`src/rtl/issue_queue_if.sv`:
```
// ============================================================================
// Module   : issue_queue_if
// Purpose  : Decode/issue handshake bundle for issue_queue.
// Revision : 1.0 - initial release
// ============================================================================
`default_nettype none

interface issue_queue_if #(
  parameter int DEPTH = 4
);
  localparam int PTR_W = $clog2(DEPTH);

  logic             flush_in;
  logic             push_valid_in;
  logic             push_ready_out;
  logic [2:0]       exec_unit_sel_in;
  logic [3:0]       exec_uop_in;
  logic             int_busy_in;
  logic             vec_busy_in;
  logic             lsu_busy_in;
  logic [2:0]       exec_unit_sel_out;
  logic [3:0]       exec_uop_out;
  logic [PTR_W:0]   count_out;
  logic [7:0]       drop_count_out;

  modport master (
    output flush_in, push_valid_in, exec_unit_sel_in, exec_uop_in,
           int_busy_in, vec_busy_in, lsu_busy_in,
    input  push_ready_out, exec_unit_sel_out, exec_uop_out,
           count_out, drop_count_out
  );

  modport slave (
    input  flush_in, push_valid_in, exec_unit_sel_in, exec_uop_in,
           int_busy_in, vec_busy_in, lsu_busy_in,
    output push_ready_out, exec_unit_sel_out, exec_uop_out,
           count_out, drop_count_out
  );
endinterface

`default_nettype wire

```
`src/rtl/issue_queue.sv`:
```
// ============================================================================
// Module   : issue_queue
// Purpose  : In-order dispatch queue; head issues only when its unit is free.
//            Optional zero-latency empty-queue bypass: ISSUE_QUEUE_BYPASS_EN.
// Revision : 1.0 - initial release
// ============================================================================
`default_nettype none

module issue_queue #(
  parameter int DEPTH = 4
) (
  input  logic          clock_in,
  input  logic          reset_in,
  issue_queue_if.slave  bus
);
  localparam int                PTR_W     = $clog2(DEPTH);
  localparam logic [PTR_W:0]    c_depth   = (PTR_W+1)'(DEPTH);
  localparam logic [PTR_W-1:0]  c_ptr_one = PTR_W'(1);

  logic [2:0]       r_sel_mem [DEPTH];
  logic [3:0]       r_uop_mem [DEPTH];
  logic [PTR_W-1:0] r_rd_ptr;
  logic [PTR_W-1:0] r_wr_ptr;
  logic [PTR_W:0]   r_count;
  logic [7:0]       r_drop_cnt;

  logic             w_empty;
  logic             w_full;
  logic [2:0]       w_head_sel;
  logic [3:0]       w_head_uop;
  logic             w_issue;
  logic             w_drop_head;
  logic             w_drop_in;
  logic             w_pop;
  logic             w_push_ok;
  logic             w_write;
  logic             w_drop_any;

  function automatic logic is_legal(input logic [2:0] sel);
    return (sel == 3'b001) || (sel == 3'b010) || (sel == 3'b100);
  endfunction

  function automatic logic unit_busy(input logic [2:0] sel, input logic ib,
                                     input logic vb, input logic lb);
    return (sel[0] & ib) | (sel[1] & vb) | (sel[2] & lb);
  endfunction

  assign w_empty     = (r_count == '0);
  assign w_full      = (r_count == c_depth);
  assign w_head_sel  = r_sel_mem[r_rd_ptr];
  assign w_head_uop  = r_uop_mem[r_rd_ptr];

  assign w_issue     = !w_empty && is_legal(w_head_sel) &&
                       !unit_busy(w_head_sel, bus.int_busy_in, bus.vec_busy_in, bus.lsu_busy_in);
  assign w_drop_head = !w_empty && !is_legal(w_head_sel);
  assign w_pop       = (w_issue || w_drop_head) && !bus.flush_in;
  assign w_push_ok   = bus.push_valid_in && !w_full && !bus.flush_in;

  assign bus.push_ready_out = !w_full;
  assign bus.count_out      = r_count;
  assign bus.drop_count_out = r_drop_cnt;

`ifdef ISSUE_QUEUE_BYPASS_EN
  logic w_in_legal;
  logic w_bypass;

  assign w_in_legal = is_legal(bus.exec_unit_sel_in);
  assign w_bypass   = w_empty && bus.push_valid_in && w_in_legal &&
                      !unit_busy(bus.exec_unit_sel_in, bus.int_busy_in,
                                 bus.vec_busy_in, bus.lsu_busy_in);
  // An illegal offer into an empty queue is discarded at the door.
  assign w_drop_in  = w_empty && bus.push_valid_in && !w_in_legal;
  assign w_write    = w_push_ok && !w_bypass && !w_drop_in;

  assign bus.exec_unit_sel_out = w_bypass ? (bus.flush_in ? 3'b000 : bus.exec_unit_sel_in)
                                          : (w_issue ? w_head_sel : 3'b000);
  assign bus.exec_uop_out      = w_bypass ? (bus.flush_in ? 4'b0000 : bus.exec_uop_in)
                                          : (w_issue ? w_head_uop : 4'b0000);
`else
  assign w_drop_in = 1'b0;
  assign w_write   = w_push_ok;

  assign bus.exec_unit_sel_out = w_issue ? w_head_sel : 3'b000;
  assign bus.exec_uop_out      = w_issue ? w_head_uop : 4'b0000;
`endif

  assign w_drop_any = (w_drop_head || w_drop_in) && !bus.flush_in;

  always_ff @(posedge clock_in) begin
    if (w_write) begin
      r_sel_mem[r_wr_ptr] <= bus.exec_unit_sel_in;
      r_uop_mem[r_wr_ptr] <= bus.exec_uop_in;
    end
  end

  always_ff @(posedge clock_in or posedge reset_in) begin
    if (reset_in) begin
      r_rd_ptr   <= '0;
      r_wr_ptr   <= '0;
      r_count    <= '0;
      r_drop_cnt <= '0;
    end else begin
      if (bus.flush_in) begin
        r_rd_ptr <= '0;
        r_wr_ptr <= '0;
        r_count  <= '0;
      end else begin
        if (w_write) r_wr_ptr <= r_wr_ptr + c_ptr_one;
        if (w_pop)   r_rd_ptr <= r_rd_ptr + c_ptr_one;
        case ({w_write, w_pop})
          2'b10:   r_count <= r_count + 1'b1;
          2'b01:   r_count <= r_count - 1'b1;
          default: r_count <= r_count;
        endcase
      end
      // Saturates so a long stream of garbage cannot wrap back to a small value.
      if (w_drop_any && (r_drop_cnt != 8'hFF)) r_drop_cnt <= r_drop_cnt + 8'd1;
    end
  end
endmodule

`default_nettype wire

```
`src/flat_wrapper.sv`:
```
// flat-port wrapper written by rule: the top's interface ports become plain ports
module issue_queue_flat 
#(
  parameter int DEPTH = 4
)
  (clock_in, reset_in, bus_flush_in, bus_push_valid_in, bus_exec_unit_sel_in, bus_exec_uop_in, bus_int_busy_in, bus_vec_busy_in, bus_lsu_busy_in, bus_push_ready_out, bus_exec_unit_sel_out, bus_exec_uop_out, bus_count_out, bus_drop_count_out);
  issue_queue_if #(.DEPTH(DEPTH)) bus_i ();
  input  logic clock_in;
  input  logic reset_in;
  input wire logic [$bits(bus_i.flush_in)-1:0] bus_flush_in;
  input wire logic [$bits(bus_i.push_valid_in)-1:0] bus_push_valid_in;
  input wire logic [$bits(bus_i.exec_unit_sel_in)-1:0] bus_exec_unit_sel_in;
  input wire logic [$bits(bus_i.exec_uop_in)-1:0] bus_exec_uop_in;
  input wire logic [$bits(bus_i.int_busy_in)-1:0] bus_int_busy_in;
  input wire logic [$bits(bus_i.vec_busy_in)-1:0] bus_vec_busy_in;
  input wire logic [$bits(bus_i.lsu_busy_in)-1:0] bus_lsu_busy_in;
  output wire logic [$bits(bus_i.push_ready_out)-1:0] bus_push_ready_out;
  output wire logic [$bits(bus_i.exec_unit_sel_out)-1:0] bus_exec_unit_sel_out;
  output wire logic [$bits(bus_i.exec_uop_out)-1:0] bus_exec_uop_out;
  output wire logic [$bits(bus_i.count_out)-1:0] bus_count_out;
  output wire logic [$bits(bus_i.drop_count_out)-1:0] bus_drop_count_out;
  assign bus_i.flush_in = bus_flush_in;
  assign bus_i.push_valid_in = bus_push_valid_in;
  assign bus_i.exec_unit_sel_in = bus_exec_unit_sel_in;
  assign bus_i.exec_uop_in = bus_exec_uop_in;
  assign bus_i.int_busy_in = bus_int_busy_in;
  assign bus_i.vec_busy_in = bus_vec_busy_in;
  assign bus_i.lsu_busy_in = bus_lsu_busy_in;
  assign bus_push_ready_out = bus_i.push_ready_out;
  assign bus_exec_unit_sel_out = bus_i.exec_unit_sel_out;
  assign bus_exec_uop_out = bus_i.exec_uop_out;
  assign bus_count_out = bus_i.count_out;
  assign bus_drop_count_out = bus_i.drop_count_out;
  issue_queue #(.DEPTH(DEPTH)) u_core (.clock_in(clock_in), .reset_in(reset_in), .bus(bus_i));
endmodule
```
`config.mk`:
```
export PLATFORM = sky130hd
export DESIGN_NAME = issue_queue_flat
export DESIGN_NICKNAME = d
export VERILOG_FILES = /design/src/rtl/issue_queue_if.sv /design/src/rtl/issue_queue.sv /design/src/flat_wrapper.sv
export SDC_FILE = /design/constraint.sdc
export NUM_CORES = 1
export LEC_CHECK = 0
export ABC_CLOCK_PERIOD_IN_PS = 2990
export CORE_MARGIN = 2
export CORE_UTILIZATION = 47
export DETAILED_ROUTE_END_ITERATION = 12
export GPL_ROUTABILITY_DRIVEN = 0
export PLACE_DENSITY = 0.74
export SLEW_MARGIN = 20
export SYNTH_ARGS = -nofsm -noshare
export SYNTH_HDL_FRONTEND = slang
export SYNTH_SLANG_ARGS = --single-unit
```
`constraint.sdc`:
```
create_clock -name clock_in -period 2.99 [get_ports clock_in]
set_input_delay 0.598 -clock clock_in [delete_from_list [all_inputs] [get_ports clock_in]]
set_output_delay 0.598 -clock clock_in [all_outputs]
set_load 0.01 [all_outputs]
```
==> flow_summary_export.csv <==
group,metric,value,unit
run_status,status,"completed",
floorplan,ios,33,
floorplan,num_rows,23,
synth,synth_enable_flop_cells,28,
detailed_routing,wl_per_cell,14.91,um
worst_setup_path,cp-end-kind,"flip-flop",
synth,yosysWarnings,0,
worst_setup_path,reg2reg_depth,9,
grt,first_global_vias,1343,
cells_and_area,diodes,0,
synth,synth-async-reset-ratio,34.88,%
clocking,cts.reportedPaths.clkPinSlew,0.08,ns
power_and_ir_drop,ir_drop,0.0004923,V
power_and_ir_drop,pwr-share-seq,37.3,%
cells_and_area,area_growth,30.37,%
clocking,cts_buffer_depth,2,
worst_setup_path,slowest_delay,0.52,ns
synth,ys_seq_area_share,60.37,%
detailed_routing,finalWirelength,3.654,mm
synth,synthFlopType,"edfxtp_1",
floorplan,dieArea,4825,um2
sta,period_needed,2.898,ns
synth,syn_area_per_cell,13.99,um2
grt,grt_overflow,0,
power_and_ir_drop,power.internal,1.498,mW
detailed_routing,first_pass_iters,4,
worst_setup_path,r2r_end,"u_core.bus.count_out[2]$_DFFE_PP0P_",
synth,synthesis.area,2014,um2
cells_and_area,fin_cells,245,
detailed_routing,drt_iter0_markers,103,
power_and_ir_drop,p_total,2.213,mW
worst_setup_path,path_cells,"buf_4 > mux4_2 > or3_4 > a32oi_4 > nor3_2 > fa_2 > and3_1 > mux2i_1 > mux2_1",
power_and_ir_drop,switching_share,32.29,%
floorplan,die_h,69.47,um
worst_setup_path,required,3.16,ns
worst_setup_path,critical_path_arrival,3.07,ns
worst_setup_path,worst-path-buf-inv,1,
floorplan,core-area,4058,um2
job,maxCapViolations,0,
clocking,numCtsBuffers,5,
placement,dp_hpwl,2.675,mm
sta,fmax,0.3451,GHz
cells_and_area,fillers,305,
sta,finClkSkew,0.003226,ns
placement,place_inst,234,
synth,synth_cell_types,32,
detailed_routing,route.detailed.drc,0,
synth,ys_ff_latch,43,
sta,tightest_slew,0.5702,ns
grt,grt_first_pass_wirelength,6.244,mm
worst_setup_path,cp-start-kind,"flip-flop",
worst_setup_path,worst-path-stages,9,
clocking,clk_latency,0.29,ns
worst_setup_path,r2r_slack,0.09,ns
power_and_ir_drop,p_per_area,842.5,nW/um2
min_path,min-delay-start,"u_core.bus.drop_count_out[6]$_DFFE_PP0P_",
placement,io_buffers,32,
detailed_routing,antenna_left,0,
power_and_ir_drop,clkPwrFrac,19.9,%
synth,synth_cells,144,
worst_setup_path,path_max_fanout,4,
floorplan,die_w,69.47,um
clocking,cts_sinks,43,
worst_setup_path,r2r_start,"u_core.r_rd_ptr[0]$_DFFE_PP0P_",
clocking,cts_tree,"built",
power_and_ir_drop,p_sw,714.5,uW
worst_setup_path,critPathKind,"reg -> reg",
sta,maxSlewHeadroom,61.95,%
sta,slew_viol_final,0,
min_path,hold_depth,1,
floorplan,start_util,49.65,%
detailed_routing,vias,1285,
cells_and_area,nets,214,
synth,synthesis.nets,164,
min_path,min_to,"u_core.bus.drop_count_out[6]$_DFFE_PP0P_",
sta,finalSetupViolCount,0,
sta,hold_viol,0,
power_and_ir_drop,combPwrFrac,42.8,%
sta,period_share,96.92,%
cells_and_area,drive_above_1_share,20.51,%
clocking,clock-root-buffer,"clkbuf_8",
grt,grtUsageTotal,16.63,%
min_path,hold_class,"reg -> reg",
power_and_ir_drop,leakage,1.055,nW
worst_setup_path,crit_path_top_delay_cell,"mux4_2",
grt,grt_max_degree,16,
grt,antenna_found_initial,0,
detailed_routing,viasPerCell,5.245,
worst_setup_path,cp_top_family,"multiplexers",
clocking,cts.htree.levels,2,
cell families (layout without fill, tap and decap cells):
| family | count (synthesis) | in the layout | synth area share (%) |
|---|---|---|---|
| AND/OR/NAND/NOR | 53 | 53 | 13.85 |
| multiplexers | 14 | 14 | 11.30 |
| adder cells (fa/ha/maj) | 6 | 6 | 4.099 |
| AO/OA/AOI/OAI | 7 | 7 | 3.106 |
| buffers and inverters | 9 | 60 | 2.050 |
| XOR/XNOR | 12 | 12 | 5.217 |
| flip-flops | 43 | 43 | 60.37 |
area by class of cell:
class                      count  area [um2]  area share (%)
tap                           50       62.56           2.382
sequential                    43        1219           46.40
clock buffer                   5       68.82           2.620
timing repair buffer          47       431.7           16.44
multi-input combinational     92       782.0           29.78
inverter                       5       18.77          0.7146
clock inverter                 3       43.79           1.667
metrics by stage:
| stage | hold slack, ns | setup TNS [ns] | worst slack (ns) | instance area [um2] | utilization (%) |
|---|---|---|---|---|---|
| CTS | 0.5006 | 0 | 0.006110 | 2581 | 63.61 |
| detailed placement | 0.4897 | -0.9187 | -0.1429 | 2465 | 60.75 |
| global route | 0.5235 | -0.03278 | -0.03278 | 2626 | 64.72 |
| finish | 0.4934 | 0 | 0.09202 | 2626 | 64.72 |
| global placement | 0.4857 | -0.4375 | -0.07423 | 2465 | 60.75 |
| floorplan | 0.4995 | 0 | 0.003533 | 2014 | - |
worst register-to-register path, delay by kind of cell (launching register included):
family | cells | cell delay (ns)
mux | 3 | 1.00
simple gates | 3 | 0.66
flops | 1 | 0.41
fa+ha+maj | 1 | 0.33
compound gates | 1 | 0.25
buf+inv | 1 | 0.13
synth_stat cells, types with 2 or more instances:
master    count  share of area [%]
edfxtp_1     28                 42
dfrtp_1      15                 19
nor2_1       12                2.2
nand2_1      10                1.9
and3_1        7                2.2
xnor2_1       7                3.0
ha_1          5                3.1
inv_1         5               0.93
mux4_2        5                5.6
nand3_1       5                1.2
nor3b_1       5                1.9
xor2_1        5                2.2
mux2i_1       4                2.0
a21oi_1       3               0.75
clkbuf_1      3               0.56
nand2b_1      3               0.93
nand4_1       3               0.93
mux2_2        2                1.1
nor2b_1       2               0.62
nor3_1        2               0.50
or3_1         2               0.62
flip-flops by register name, indices dropped and copies added (netlist names):
signal / flops
u_core.r_rd_ptr: 2
u_core.r_wr_ptr: 2
u_core.r_uop_mem: 16
u_core.r_sel_mem: 12
u_core.bus.count_out: 3
u_core.bus.drop_count_out: 8
cell usage in the layout, fill, tap and decap left out, types with 2 or more instances in the layout:
cell type and instances:
and3_1 7, nand2_1 9, ha_1 5, nor2_1 12, clkbuf_8 5, nor3b_1 5, xnor2_1 7, dfrtp_2 2
dfrtp_1 13, nand3_1 5, nand4_1 3, buf_6 2, clkdlybuf4s50_1 25, xor2_1 4, nand2b_1 3, a21oi_1 2
mux4_2 5, mux2i_1 4, nor2b_1 2, inv_1 5, edfxtp_1 28, buf_4 13, or3_1 2, dlygate4sd2_1 7
mux2_4 2
worst max-delay path by stage:
stage / startpoint / to / slack (ns)
floorplan: u_core.r_rd_ptr[0]$_DFFE_PP0P_ / u_core.bus.count_out[2]$_DFFE_PP0P_ / 0.004
global placement: bus_vec_busy_in / bus_exec_uop_out[0] / -0.07
detailed placement: bus_vec_busy_in / bus_exec_unit_sel_out[1] / -0.14
CTS: u_core.r_rd_ptr[0]$_DFFE_PP0P_ / u_core.bus.count_out[2]$_DFFE_PP0P_ / 0.006
global route: u_core.r_rd_ptr[0]$_DFFE_PP0P_ / u_core.bus.count_out[2]$_DFFE_PP0P_ / -0.03
finish: u_core.r_rd_ptr[0]$_DFFE_PP0P_ / u_core.bus.count_out[2]$_DFFE_PP0P_ / 0.09
routing by layer:
metal	global-route usage (%)	up-vias	wire, um	part of all wire [%]
met5	0	-	0	0
met4	5.229	0	58	1.6
met3	3.779	7	147	4.0
met2	28.42	26	1855	51
met1	21.08	627	1593	44
li1	-	625	-	-
what timing repair did:
| item | 4_1_cts | 5_1_grt |
|---|---|---|
| gates resized for setup | 9 | 8 |
| hold buffers | 0 | 0 |
| setup buffers | 1 | 2 |
| pin swaps | 0 | 3 |
| endpoints found under the setup margin | 8 | 3 |
power by group through the flow:
stage	clock (mW)	sequential, mW	combinational (mW)
after floorplan	0	0.826	0.551
after global placement	0	0.828	0.870
after detailed placement	0	0.837	0.895
after CTS	0.447	0.824	0.899
after global routing	0.475	0.843	1.04
final	0.440	0.826	0.947
(Power assumes the default switching activity.)
